## src/rtl/rs_encode_line_arb.sv

```systemverilog
// rs_encode_line_arb
//   Round-robin block arbiter in front of a shared RS line encoder wrapper.
//   A grant covers exactly one RS block of NUM_LINES lines, so blocks never
//   interleave at the encoder. Granted source IDs go into an in-order tag FIFO
//   and are returned with every encoder output line, together with a last flag.
//
//   Build option: RS_ARB_FIXED_PRIO_EN -- when defined, the lowest requesting
//   index always wins and no round-robin pointer exists.
//
// Ports
//   clk, rst                      clock; asynchronous active-high reset
//   src_arb_line_val/_line        per-source line request (source i at [i*DATA_W +: DATA_W])
//   arb_src_line_rdy              per-source ready (only the granted source)
//   arb_encoder_line_val/_line    line to encoder, encoder_arb_line_rdy back
//   encoder_arb_line_val/_line/_parity   encoder output, arb_encoder_line_rdy back
//   arb_dst_line_val/_line/_parity/_src_id/_last   tagged output, dst_arb_line_rdy back
module rs_encode_line_arb #(
  parameter int NUM_SRC      = 4,
  parameter int SRC_W        = $clog2(NUM_SRC),
  // DATA_W / NUM_LINES / PARITY_W must be set to match the encoder wrapper.
  parameter int DATA_W       = 32,
  parameter int NUM_LINES    = 4,
  parameter int PARITY_W     = 16,
  parameter int TAG_LOG2_ELS = 2
) (
  input  logic                        clk,
  input  logic                        rst,
  input  logic [NUM_SRC-1:0]          src_arb_line_val,
  input  logic [NUM_SRC*DATA_W-1:0]   src_arb_line,
  output logic [NUM_SRC-1:0]          arb_src_line_rdy,
  output logic                        arb_encoder_line_val,
  output logic [DATA_W-1:0]           arb_encoder_line,
  input  logic                        encoder_arb_line_rdy,
  input  logic                        encoder_arb_line_val,
  input  logic [DATA_W-1:0]           encoder_arb_line,
  input  logic [PARITY_W-1:0]         encoder_arb_parity,
  output logic                        arb_encoder_line_rdy,
  output logic                        arb_dst_line_val,
  output logic [DATA_W-1:0]           arb_dst_line,
  output logic [PARITY_W-1:0]         arb_dst_parity,
  output logic [SRC_W-1:0]            arb_dst_src_id,
  output logic                        arb_dst_last,
  input  logic                        dst_arb_line_rdy
);

  localparam int CNT_W   = (NUM_LINES > 1) ? $clog2(NUM_LINES) : 1;
  localparam int TAG_ELS = 1 << TAG_LOG2_ELS;
  localparam logic [CNT_W-1:0]        LAST_CNT = CNT_W'(NUM_LINES - 1);
  localparam logic [TAG_LOG2_ELS:0]   TAG_FULL = (TAG_LOG2_ELS + 1)'(TAG_ELS);

  typedef enum logic {IDLE, BUSY} state_e;

  state_e                  state_q, state_d;
  logic [SRC_W-1:0]        grant_id_q, grant_id_d;
  logic [CNT_W-1:0]        in_cnt_q, in_cnt_d;
  logic [CNT_W-1:0]        out_cnt_q, out_cnt_d;
  logic [SRC_W-1:0]        tag_mem_q [TAG_ELS];
  logic [SRC_W-1:0]        tag_mem_d [TAG_ELS];
  logic [TAG_LOG2_ELS-1:0] tag_wr_q, tag_wr_d, tag_rd_q, tag_rd_d;
  logic [TAG_LOG2_ELS:0]   tag_cnt_q, tag_cnt_d;

  logic             sel_found;
  logic [SRC_W-1:0] sel_id;
  logic             tag_push, tag_pop, tag_empty, tag_full;
  logic             out_hs, out_last;

  // ---------------------------------------------------------------- selection
`ifdef RS_ARB_FIXED_PRIO_EN
  // Scan high to low so the lowest requesting index is the one left standing.
  always_comb begin
    sel_found = 1'b0;
    sel_id    = '0;
    for (int i = NUM_SRC - 1; i >= 0; i--) begin
      if (src_arb_line_val[i]) begin
        sel_found = 1'b1;
        sel_id    = SRC_W'(i);
      end
    end
  end
`else
  logic [SRC_W-1:0] rr_ptr_q, rr_ptr_d;
  logic [SRC_W:0]   rr_sum;
  logic [SRC_W-1:0] rr_idx;

  // Scan offsets high to low from rr_ptr; the last hit is the first requester
  // at or after rr_ptr in wrapped order.
  always_comb begin
    sel_found = 1'b0;
    sel_id    = '0;
    rr_sum    = '0;
    rr_idx    = '0;
    for (int k = NUM_SRC - 1; k >= 0; k--) begin
      rr_sum = {1'b0, rr_ptr_q} + (SRC_W + 1)'(k);
      if (rr_sum >= (SRC_W + 1)'(NUM_SRC)) rr_sum = rr_sum - (SRC_W + 1)'(NUM_SRC);
      rr_idx = rr_sum[SRC_W-1:0];
      if (src_arb_line_val[rr_idx]) begin
        sel_found = 1'b1;
        sel_id    = rr_idx;
      end
    end
  end
`endif

  // ---------------------------------------------------------------- tag FIFO
  assign tag_empty = (tag_cnt_q == '0);
  assign tag_full  = (tag_cnt_q == TAG_FULL);

  // ---------------------------------------------------------------- input FSM
  always_comb begin
    state_d              = state_q;
    grant_id_d           = grant_id_q;
    in_cnt_d             = in_cnt_q;
`ifndef RS_ARB_FIXED_PRIO_EN
    rr_ptr_d             = rr_ptr_q;
`endif
    tag_push             = 1'b0;
    arb_src_line_rdy     = '0;
    arb_encoder_line_val = 1'b0;
    arb_encoder_line     = '0;
    case (state_q)
      IDLE: begin
        // Full is judged on registered occupancy: a pop this cycle does not
        // open a slot until the next one.
        if (sel_found && !tag_full) begin
          tag_push   = 1'b1;
          grant_id_d = sel_id;
          in_cnt_d   = '0;
          state_d    = BUSY;
        end
      end
      BUSY: begin
        arb_encoder_line_val         = src_arb_line_val[grant_id_q];
        arb_encoder_line             = src_arb_line[int'(grant_id_q)*DATA_W +: DATA_W];
        arb_src_line_rdy[grant_id_q] = encoder_arb_line_rdy;
        if (arb_encoder_line_val && encoder_arb_line_rdy) begin
          in_cnt_d = in_cnt_q + 1'b1;
          if (in_cnt_q == LAST_CNT) begin
            state_d = IDLE;
`ifndef RS_ARB_FIXED_PRIO_EN
            rr_ptr_d = (grant_id_q == SRC_W'(NUM_SRC - 1)) ? '0 : grant_id_q + 1'b1;
`endif
          end
        end
      end
      default: state_d = IDLE;
    endcase
  end

  // ---------------------------------------------------------------- output side
  assign arb_dst_line_val     = encoder_arb_line_val & ~tag_empty;
  assign arb_encoder_line_rdy = dst_arb_line_rdy & ~tag_empty;
  assign arb_dst_line         = encoder_arb_line;
  assign arb_dst_parity       = encoder_arb_parity;
  assign arb_dst_src_id       = tag_empty ? '0 : tag_mem_q[tag_rd_q];
  assign out_last             = (out_cnt_q == LAST_CNT);
  assign arb_dst_last         = out_last & ~tag_empty;
  assign out_hs               = encoder_arb_line_val & arb_encoder_line_rdy;
  assign tag_pop              = out_hs & out_last;

  always_comb begin
    tag_mem_d = tag_mem_q;
    tag_wr_d  = tag_wr_q;
    tag_rd_d  = tag_rd_q;
    tag_cnt_d = tag_cnt_q;
    out_cnt_d = out_cnt_q;
    if (tag_push) begin
      tag_mem_d[tag_wr_q] = sel_id;
      tag_wr_d            = tag_wr_q + 1'b1;
    end
    if (tag_pop) tag_rd_d = tag_rd_q + 1'b1;
    case ({tag_push, tag_pop})
      2'b10:   tag_cnt_d = tag_cnt_q + 1'b1;
      2'b01:   tag_cnt_d = tag_cnt_q - 1'b1;
      default: tag_cnt_d = tag_cnt_q;
    endcase
    if (out_hs) out_cnt_d = out_last ? '0 : out_cnt_q + 1'b1;
  end

  // ---------------------------------------------------------------- registers
  always_ff @(posedge clk or posedge rst) begin
    if (rst) begin
      state_q    <= IDLE;
      grant_id_q <= '0;
      in_cnt_q   <= '0;
      out_cnt_q  <= '0;
      tag_wr_q   <= '0;
      tag_rd_q   <= '0;
      tag_cnt_q  <= '0;
      for (int i = 0; i < TAG_ELS; i++) tag_mem_q[i] <= '0;
`ifndef RS_ARB_FIXED_PRIO_EN
      rr_ptr_q   <= '0;
`endif
    end else begin
      state_q    <= state_d;
      grant_id_q <= grant_id_d;
      in_cnt_q   <= in_cnt_d;
      out_cnt_q  <= out_cnt_d;
      tag_wr_q   <= tag_wr_d;
      tag_rd_q   <= tag_rd_d;
      tag_cnt_q  <= tag_cnt_d;
      tag_mem_q  <= tag_mem_d;
`ifndef RS_ARB_FIXED_PRIO_EN
      rr_ptr_q   <= rr_ptr_d;
`endif
    end
  end

  // Encoder output with no block in flight means the encoder and this block
  // disagree about what was sent; ready is already held low above.
  always @(posedge clk) begin
    if (!rst) begin
      assert (!(encoder_arb_line_val && tag_empty))
        else $error("rs_encode_line_arb: encoder output with empty tag FIFO");
    end
  end

endmodule

```

## config.mk

```make
export PLATFORM = sky130hd
export DESIGN_NAME = rs_encode_line_arb
export DESIGN_NICKNAME = d
export VERILOG_FILES = /design/src/rtl/rs_encode_line_arb.sv
export SDC_FILE = /design/constraint.sdc
export NUM_CORES = 1
export LEC_CHECK = 0
export CORE_AREA = 2 2 105 107
export CTS_CLUSTER_SIZE = 20
export DETAILED_ROUTE_END_ITERATION = 12
export DIE_AREA = 0 0 107 109
export PLACE_DENSITY = 0.71
export SLEW_MARGIN = 15
export SYNTH_ARGS = -nofsm -noshare
export SYNTH_HDL_FRONTEND = slang
export SYNTH_SLANG_ARGS = --single-unit
```

## constraint.sdc

```tcl
create_clock -name clk -period 2.8 [get_ports clk]
set_input_delay 0.56 -clock clk [delete_from_list [all_inputs] [get_ports clk]]
set_output_delay 0.56 -clock clk [all_outputs]
set_load 0.05 [all_outputs]
```

Word level (Yosys, flattened, before mapping)
Cells that the tools add are included.
Word-level totals
  flip-flop bits (word level): 24
  bits of input ports: 185
  logic and storage cells: 113
Operators by class
  add/sub/neg operators: 14
  order comparisons: 13
  eq/ne operators: 8
  shift-type cells: 1
  muxes and demuxes: 45
  bitwise gates (word level): 10
  reductions and logical operators: 10
Operator list (count)
  $shiftx A128 B8 Y32: 1
  $mux W2: 16
  $mux W32: 1
  $ge A3 B3 Y1 const B: 5
  $lt A2 B3 Y1 const B: 5
  $mux W1: 15
  $add A2 B1 Y2 const B: 5
  $bmux W1 S2: 5
  $bwmux W8: 1
  $eq A2 B2 Y1 const B: 4
  $sub A2 B1 Y2 const B: 4
  $add A2 B2 Y3 const B: 2
  $not A2 Y3: 2
  $pmux W3 S2: 1
  $and A1 B1 Y1: 5
  $and A4 B4 Y4: 1
  $bmux W2 S2: 1
  $demux W2 S2: 1
  $logic_and A1 B1 Y1: 4
  $mux W4: 1
  $pmux W2 S2: 1
  $reduce_and A2 Y1: 2
  $add A2 B1 Y3 const B: 1
  $add A3 B1 Y3 const B: 1
  15 further kinds: 16

Longest topological paths before layout
  depth in word-level cells: 14
  mapped depth: 8
  depth with buffers taken out: 8

Least setup slack after synthesis
Ideal clock, no wire load.
  path type: input to register
  start point: in src_arb_line_val[1]
  end point: reg tag_cnt_q[2]
  setup time: 0.079 ns
  arrival time: 2.220 ns
  data required time: 2.721 ns
  slack: 0.501 ns
  stages on the path: 8
  cells stage by stage: or4_4 -> nand3_2 -> ha_1 -> inv_1 -> fa_1 -> xor2_1 -> nor2_1 -> xor2_1
On the way
  longest elaborated chain between the ends: 11
Ends and longest elaborated chain
  start: declaration: RTL line 28  | input logic [NUM_SRC-1:0] src_arb_line_val,
  $bmux W1 S2: RTL line 96  | if (src_arb_line_val[rr_idx]) begin
  $mux W1 (implied by the code): RTL line 96
  $mux W1 (3 in series): RTL line 96
  $mux W1 *: RTL line 96
  $logic_and A1 B1 Y1 *: RTL line 124  | if (sel_found && !tag_full) begin
  $mux W1 *: RTL line 124
  $mux W1 *: RTL line 120  | case (state_q)
  $eq A2 B1 Y1 or $eq A2 B2 Y1 (tied branches): RTL line 171  | case ({tag_push, tag_pop})
  $pmux W3 S2 or $reduce_bool A2 Y1 (tied branches)
  end signal: assignment: RTL line 200  | tag_cnt_q <= tag_cnt_d;
  end: declaration: RTL line 60  | logic [TAG_LOG2_ELS:0] tag_cnt_q, tag_cnt_d;
Every way passes the cells marked *; elsewhere a longest branch is shown, timed or not. The select of a mux whose other input is x is not followed.
A chain may end at the register's enable or synchronous reset.

Worst setup path after layout
  start point: reg tag_rd_q[0]
  end point: out arb_dst_src_id[0]
On the way
  longest elaborated chain between the ends: 5
Ends and longest elaborated chain
  start: declaration: RTL line 59  | logic [TAG_LOG2_ELS-1:0] tag_wr_q, tag_wr_d, tag_rd_q, tag_rd_d;
  start signal: assignment: RTL line 199  | tag_rd_q <= tag_rd_d;
  $not A2 Y3 (implied by the code): RTL line 154  | assign arb_dst_src_id = tag_empty ? '0 : tag_mem_q[tag_rd_q];
  $bmux W2 S2: RTL line 154
  $mux W2 (implied by the code) (2 in series): RTL line 154
  $mux W2: RTL line 154
  end: declaration: RTL line 41  | output logic [SRC_W-1:0] arb_dst_src_id,
No other way between the ends. The select of a mux whose other input is x is not followed.

==> summary.md <==
| Metric | Value |
|---|---|
| Outcome | completed |
| Initial antenna violation count | 1 |
| Worst vdd ir | ~0.00052 V |
| I/O pins | between 200 and 300 |
| Fin. max-slew vios | 0 |
| Clk_lat worst skew | between 200 and 300 ps |
| Vias in the first global route | 2,726 |
| Die ar. | roughly 0.012 mm^2 |
| # Post-CTS Setup Buffers | 0 |
| Die width | between 100 and 150 um |
| Fraction of layout cells with a size suffix above 1 | 0.254 |
| Synth warnings | 0 |
| GPL Wtd Cong | about 0.82 |
| Largest net degree at the start of global routing | 52 |
| I/O Buffers | 178 |
| Hold Violations, Final | 0 |
| CTS tree | built |
| Final setup TNS | 0 ps |
| CP max stage delay | between 700 and 800 ps |
| Top cell type's share of synthesized area | 0.276 |
| DRT antenna net count | 0 |
| GRT overflow | 0 |
| Post-CTS resize count | 0 |
| Seq/Total Area, Yosys | 0.211 |
| Clock skew | around 3.2 ps |
| 1st-iter DRT viols | around 180 |
| Pre-antenna DRT Iters | 4 |
| Hold Path Class | reg2reg |
| Critical path buffers and inverters | 1 |
| Std-Cell Rows | 38 |
| Synth-to-Final Area Change | 70.0% |
| RR Startpoint | tag_cnt_q[0] |
| H-Tree Depth | 1 |
| Synth unique cells | 37 |
| Initial Util | 0.269 |
| Num CTS Buffers | 3 |
| Top post-synthesis cells by area | mux4_2 (28%), dfrtp_1 (21%), buf_4 (13%), and2_1 (7.7%), ha_1 (4.8%) |
| CP Launch Point | tag_rd_q[0] |
| Global-route wire length before repair | 15.1 mm |
| CTS sink cnt | 24 |
| Unrepaired setup endpoints after global routing | false |
| Routed length per placed instance | a little under 20 um |
| Critical path data required time | roughly 2200 ps |
| HPWL after DPL | 8.82 mm |
| F_max | roughly 0.37 GHz |
| Critical path type | reg2out |
| CTS root buf | clkbuf_8 |
| Crit-path leading delay family | buffers and inverters |
| Syn avg cell area | around 11 um^2 |
| Vias | ~2,600 |
| Post-synthesis cell count | around 260 |
| Crit path DAT | ~2200 ps |
| Fin Hold WS | roughly 490 ps |
| Residual DRC | 0 |
| Final worst path period need | 2710 ps |
| Synth area leader | mux4_2 |
| Fillers | between 900 and 1,000 |
| Leak | ~1.9 nW |
| Critical path startpoint category | register |
| Vias per Instance | 4.94 |
| Routed WL | between 10 and 15 mm |
| Power Density | between 1000 and 1500 mW/mm^2 |
| Final #Nets | roughly 590 |
| Worst-Margin Slew | a little over 800 ps |
| Max FO, Critical Path | 4 |
| Critical Path End Type | output port |
| Deepest clock path buffer count | 2 |
| Hold Crit Start | in_cnt_q[0] |
| Crit path cell chain | mux4_2, nor2b_1, clkdlybuf4s50_1 |
| Max-cap viol count | 0 |
| Most frequent cells in the layout | clkdlybuf4s50_1 (139), mux4_2 (35), and2_1 (35), buf_12 (35), dfrtp_1 (23) |
| Die Span Y | 109 um |
| # diodes | 0 |
| GRT Total Usage | 0.169 |
| Worst-path clk slew | about 80 ps |
| Hold_buf cts | 0 |
| Post-Syn Nets | roughly 450 |
| Final Cycle Share | 0.968 |
| Commonest non-fill, non-tap cell in the layout | clkdlybuf4s50_1 |
| Final setup fails | 0 |
| Core area | between 0.01 and 0.015 mm^2 |
| Crit-path slowest cell | clkdlybuf4s50_1 |
| Synthesized area | between 0.002 and 0.003 mm^2 |
| Register bit count reported by yosys | 24 |
| Max transition margin | 0.457 |
==> metal layers <==
layer,up-vias,track usage,part of all wire
met2,116,0.281,0.51
met1,1291,0.210,0.39
met4,2,0.0575,0.030
met3,30,0.0520,0.071
met5,-,0,0.0013
li1,1173,-,-
==> area by class of cell <==
cell class	count	area, um^2	area share
Timing Repair Buffer	191	2220	0.458
Multi-Input combinational cell	156	1750	0.360
Sequential cell	24	602	0.124
Tap cell	140	175	0.0361
Clock buffer	4	55.1	0.0114
Inverter	14	52.6	0.0108
==> path summary, 6_finish.rpt <==
path,to,slack (ps),depth (start not counted)
min in group asynchronous,rr_ptr_q[0],620,3
max in group asynchronous,grant_id_q[0],1920,3
worst max-delay path,arb_dst_src_id[0],90,3
worst min-delay path,in_cnt_q[0],490,1
worst min register to register,in_cnt_q[0],490,1
worst max register to register,tag_cnt_q[2],510,8
==> cell families (layout without fill, tap and decap cells) <==
logic type                 after synthesis  count (layout)  share of synthesized area
and+or+nand+nor                         67              67                      0.151
adders and majority gates               12              12                     0.0553
muxes                                   43              43                      0.310
xor gates and xnor gates                 6               6                     0.0184
AOI/OAI and AO/OA                       28              28                     0.0776
DFF                                     24              24                      0.211
buffers and inverters                   77             209                      0.178
==> cell usage after synthesis <==
| library cell | instances |
|---|---|
| a21oi_1 | 2 |
| a311oi_1 | 1 |
| and2_1 | 35 |
| and3_1 | 4 |
| buf_2 | 3 |
| buf_4 | 49 |
| buf_6 | 4 |
| clkbuf_1 | 7 |
| clkinv_1 | 1 |
| dfrtp_1 | 24 |
| fa_1 | 1 |
| ha_1 | 11 |
| inv_1 | 13 |
| mux2_1 | 4 |
| mux2_4 | 2 |
| mux2i_1 | 2 |
| mux4_2 | 35 |
| nand2_1 | 2 |
| nand2b_1 | 2 |
| nand3_1 | 1 |
| nand3_2 | 2 |
| nand4_1 | 4 |
| nand4_4 | 1 |
| nor2_1 | 5 |
| nor2b_1 | 6 |
| nor3_1 | 1 |
| nor3b_1 | 1 |
| nor4_1 | 1 |
| o21ai_0 | 2 |
| o311a_1 | 1 |
| o31a_1 | 1 |
| o31ai_1 | 8 |
| o41ai_1 | 13 |
| or3b_2 | 1 |
| or4_4 | 1 |
| xnor2_1 | 3 |
| xor2_1 | 3 |
==> worst register-to-register path, stage by stage, from the launching register on <==
cell and delay, ps:
dfrtp_1 450, or3b_2 570, nand3_2 120, ha_1 190, inv_1 60, fa_1 370, xor2_1 150, nor2_1 130
xor2_1 170
==> sequential cells by signal (all words and copies together), names as in the netlist <==
register	count
tag_mem_q	8
tag_cnt_q	3
grant_id_q	2
in_cnt_q	2
out_cnt_q	2
rr_ptr_q	2
tag_rd_q	2
tag_wr_q	2
state_q	1
==> power by group <==
part           internal, W  total (W)  switching (W)
sequential        0.000497   0.000645       0.000148
combinational      0.00209    0.00425        0.00216
clock             0.000126   0.000240       0.000115
==> stage by stage <==
stage	power, W	util	setup slack [ps]	cell area (um^2)	std cells
final	0.00514	0.457	90.0	4850	529
after global routing	0.00541	0.457	29.9	4850	529
after CTS	0.00519	0.457	72.3	4850	529
after detailed placement	0.00495	0.452	0.145	4790	525
after global placement	0.00487	0.452	92.0	4790	525
after floorplan	0.00329	-	501	2850	257
(Power assumes the default switching activity.)
==> patch: new RTL, same settings <==
Add a define of `RS_ARB_FIXED_PRIO_EN`.
--- a/src/rtl/rs_encode_line_arb.sv
+++ b/src/rtl/rs_encode_line_arb.sv
@@ -14,6 +14,8 @@
 //   arb_encoder_line_val/_line    line to encoder, encoder_arb_line_rdy back
 //   encoder_arb_line_val/_line/_parity   encoder output, arb_encoder_line_rdy back
 //   arb_dst_line_val/_line/_parity/_src_id/_last   tagged output, dst_arb_line_rdy back
+`define RS_ARB_FIXED_PRIO_EN
+
 module rs_encode_line_arb #(
   parameter int NUM_SRC      = 4,
   parameter int SRC_W        = $clog2(NUM_SRC),
Behaviour: same outputs for any inputs over 4 cycles, from zero or initial values and one cycle with rst high; that may be too few to reach the edited logic, so the function may still have changed.
==> patch against the original RTL <==
  * Power rose by 5.5%
  * Hold slack improved by 0.024 ns
  * Synthesized area fell by 10%
  * Sequential cell count fell by 2
  * Design area fell by 5.7%
  * Wire length fell by 9.0%
  * Clock power fell by 6%
  * Utilization fell by 2.6 points
  * Setup slack improved by 0.022 ns
  * Sequential share of layout area fell by 0.30 points
  * Sequential power rose by 3.9%
  * Synthesized cell count fell by 13%
  * Largest power group unchanged
  * Highest routed layer is now met4
==> patch: results (changes against the original RTL) <==
- The flow ran to the end, and the final reports show no timing, DRC or antenna violations.
- The leakage power figure came to 1.81 nW (-3.9%).
- The number of buffers inserted by port buffering was 178 (unchanged).
- The worst-case register-to-register setup slack was 0.56 ns (+0.05 ns).
- The wire length on met2 is 4.80 mm (-8.6%).
- Initial antenna violation count: 0 (-1)
- WL per Instance: 19.0 microns (-2.4%)
- The largest net degree at the start of global routing is 23 (-56%).
- The worst hold path terminates at tag_cnt_q[2].
- The post-route clock skew is 0.00598 ns (+0.00277 ns).
- Most frequent cells after synthesis: 49 x buf_4, 39 x and2_1, 34 x mux4_2
* Compound-cell area share of the yosys netlist: 0.0186 (-0.0591)
- Main area contributors after synthesis: mux4_2 30%, dfrtp_1 21%, buf_4 14%
* Share of cells above drive strength 1: 0.295 (+0.0401)
- Fraction of the yosys area taken by sequential cells: 0.215 (+0.00432)
* Worst Max-Slew Pin Slew: 0.823 ns (+0.0133 ns)
- The worst setup timing slack at the placement stage was 0.0399 ns (+0.0397 ns).
- Mean number of vias per cell: 4.59 (-7.1%)
* Post-Synthesis Mean Instance Area: 11.4 sq um (+3.1%)
- The final-stage net count was 547 (-6.8%).
- Max layer used: met4
- The hold path depth is 1 (unchanged).
- The half-perimeter wire length after placement is 8.41 mm (-4.7%).
- The met2 usage in global routing came to 0.264 (-0.0173).
* Share of synthesized registers carrying an async set or reset: 1.00 (unchanged)
* Met3 capacity usage during global routing: 0.0544 (+0.00239)
- Data arrival time of the worst path: 2.13 ns (-0.02 ns)
* Xor and xnor area share after synthesis: 0.0205 (+0.00209)
* Initial drt markers: 125 (-32%)
- The combined global-route utilization of all metal layers came to 0.157 (-0.0123).
* Routability cong.: 0.999 (+22%)
- The wire length of the first global-routing pass is 13.8 mm (-8.2%).
- The tightest hold margin came to 0.512 ns (+0.0239 ns).
- The met3 wire length was 796 microns (+9.3%).
- The number of unique standard cell types used by synthesis is 31 (-16%).
- The mux contribution to synthesized area was 0.377 (+0.0678).
- In this run the critical register-to-register path is launched from tag_cnt_q[2].
- Placement Cell Area: 0.00452 sq mm (-5.8%)
- Detailed-route via count: 2261 (-13%)
- Adder-cell share of the synthesized area: 0.0420 (-0.0133)
* Number of gates resized after cts: 1 (+1)
- The global routing usage on met1 came to 0.192 (-0.0181).
- Syn nets: 417 (-8.1%)
- Length in cells of the worst reg-to-reg path: 9 (+1)
- Reported max-cap violation count: 0 (unchanged)
* Min-delay src: tag_cnt_q[2]
- Max frequency: 0.372 GHz (+0.81%)
* Setup crit end: arb_dst_src_id[0]
* Via count of the first global-routing pass: 2413 (-11%)
* Maximum resistive drop on vdd: 0.000658 V (+27%)
* Routed metal-1 wirelength: 3.57 mm (-11%)
patch: power by group:
part / internal, mW / leakage (nW) / switching [mW] / total, mW
clock network: 0.125 / 0.0288 / 0.100 / 0.225
registers: 0.471 / 0.272 / 0.200 / 0.670
logic: 2.28 / 1.51 / 2.24 / 4.52
patch: logic make-up after synthesis:
logic type	count (synthesis)
AOI/OAI and AO/OA	6
adders and majority gates	8
muxes	51
DFF	22
buffers and inverters	70
and+or+nand+nor	61
xor gates and xnor gates	6
patch: layout make-up:
type | count | area [sq um]
clock buffers | 4 | 55.1
fillers | 968 | 6030
inverters | 9 | 33.8
multi-input cells | 132 | 1540
flip-flops and latches | 22 | 554
well taps | 140 | 175
repair buffers | 186 | 2220
patch: worst max-delay path, stage by stage, from the launching register on:
cell and delay (ns):
dfrtp_1 0.46, mux4_2 0.54, and2_1 0.17, clkdlybuf4s50_1 0.70
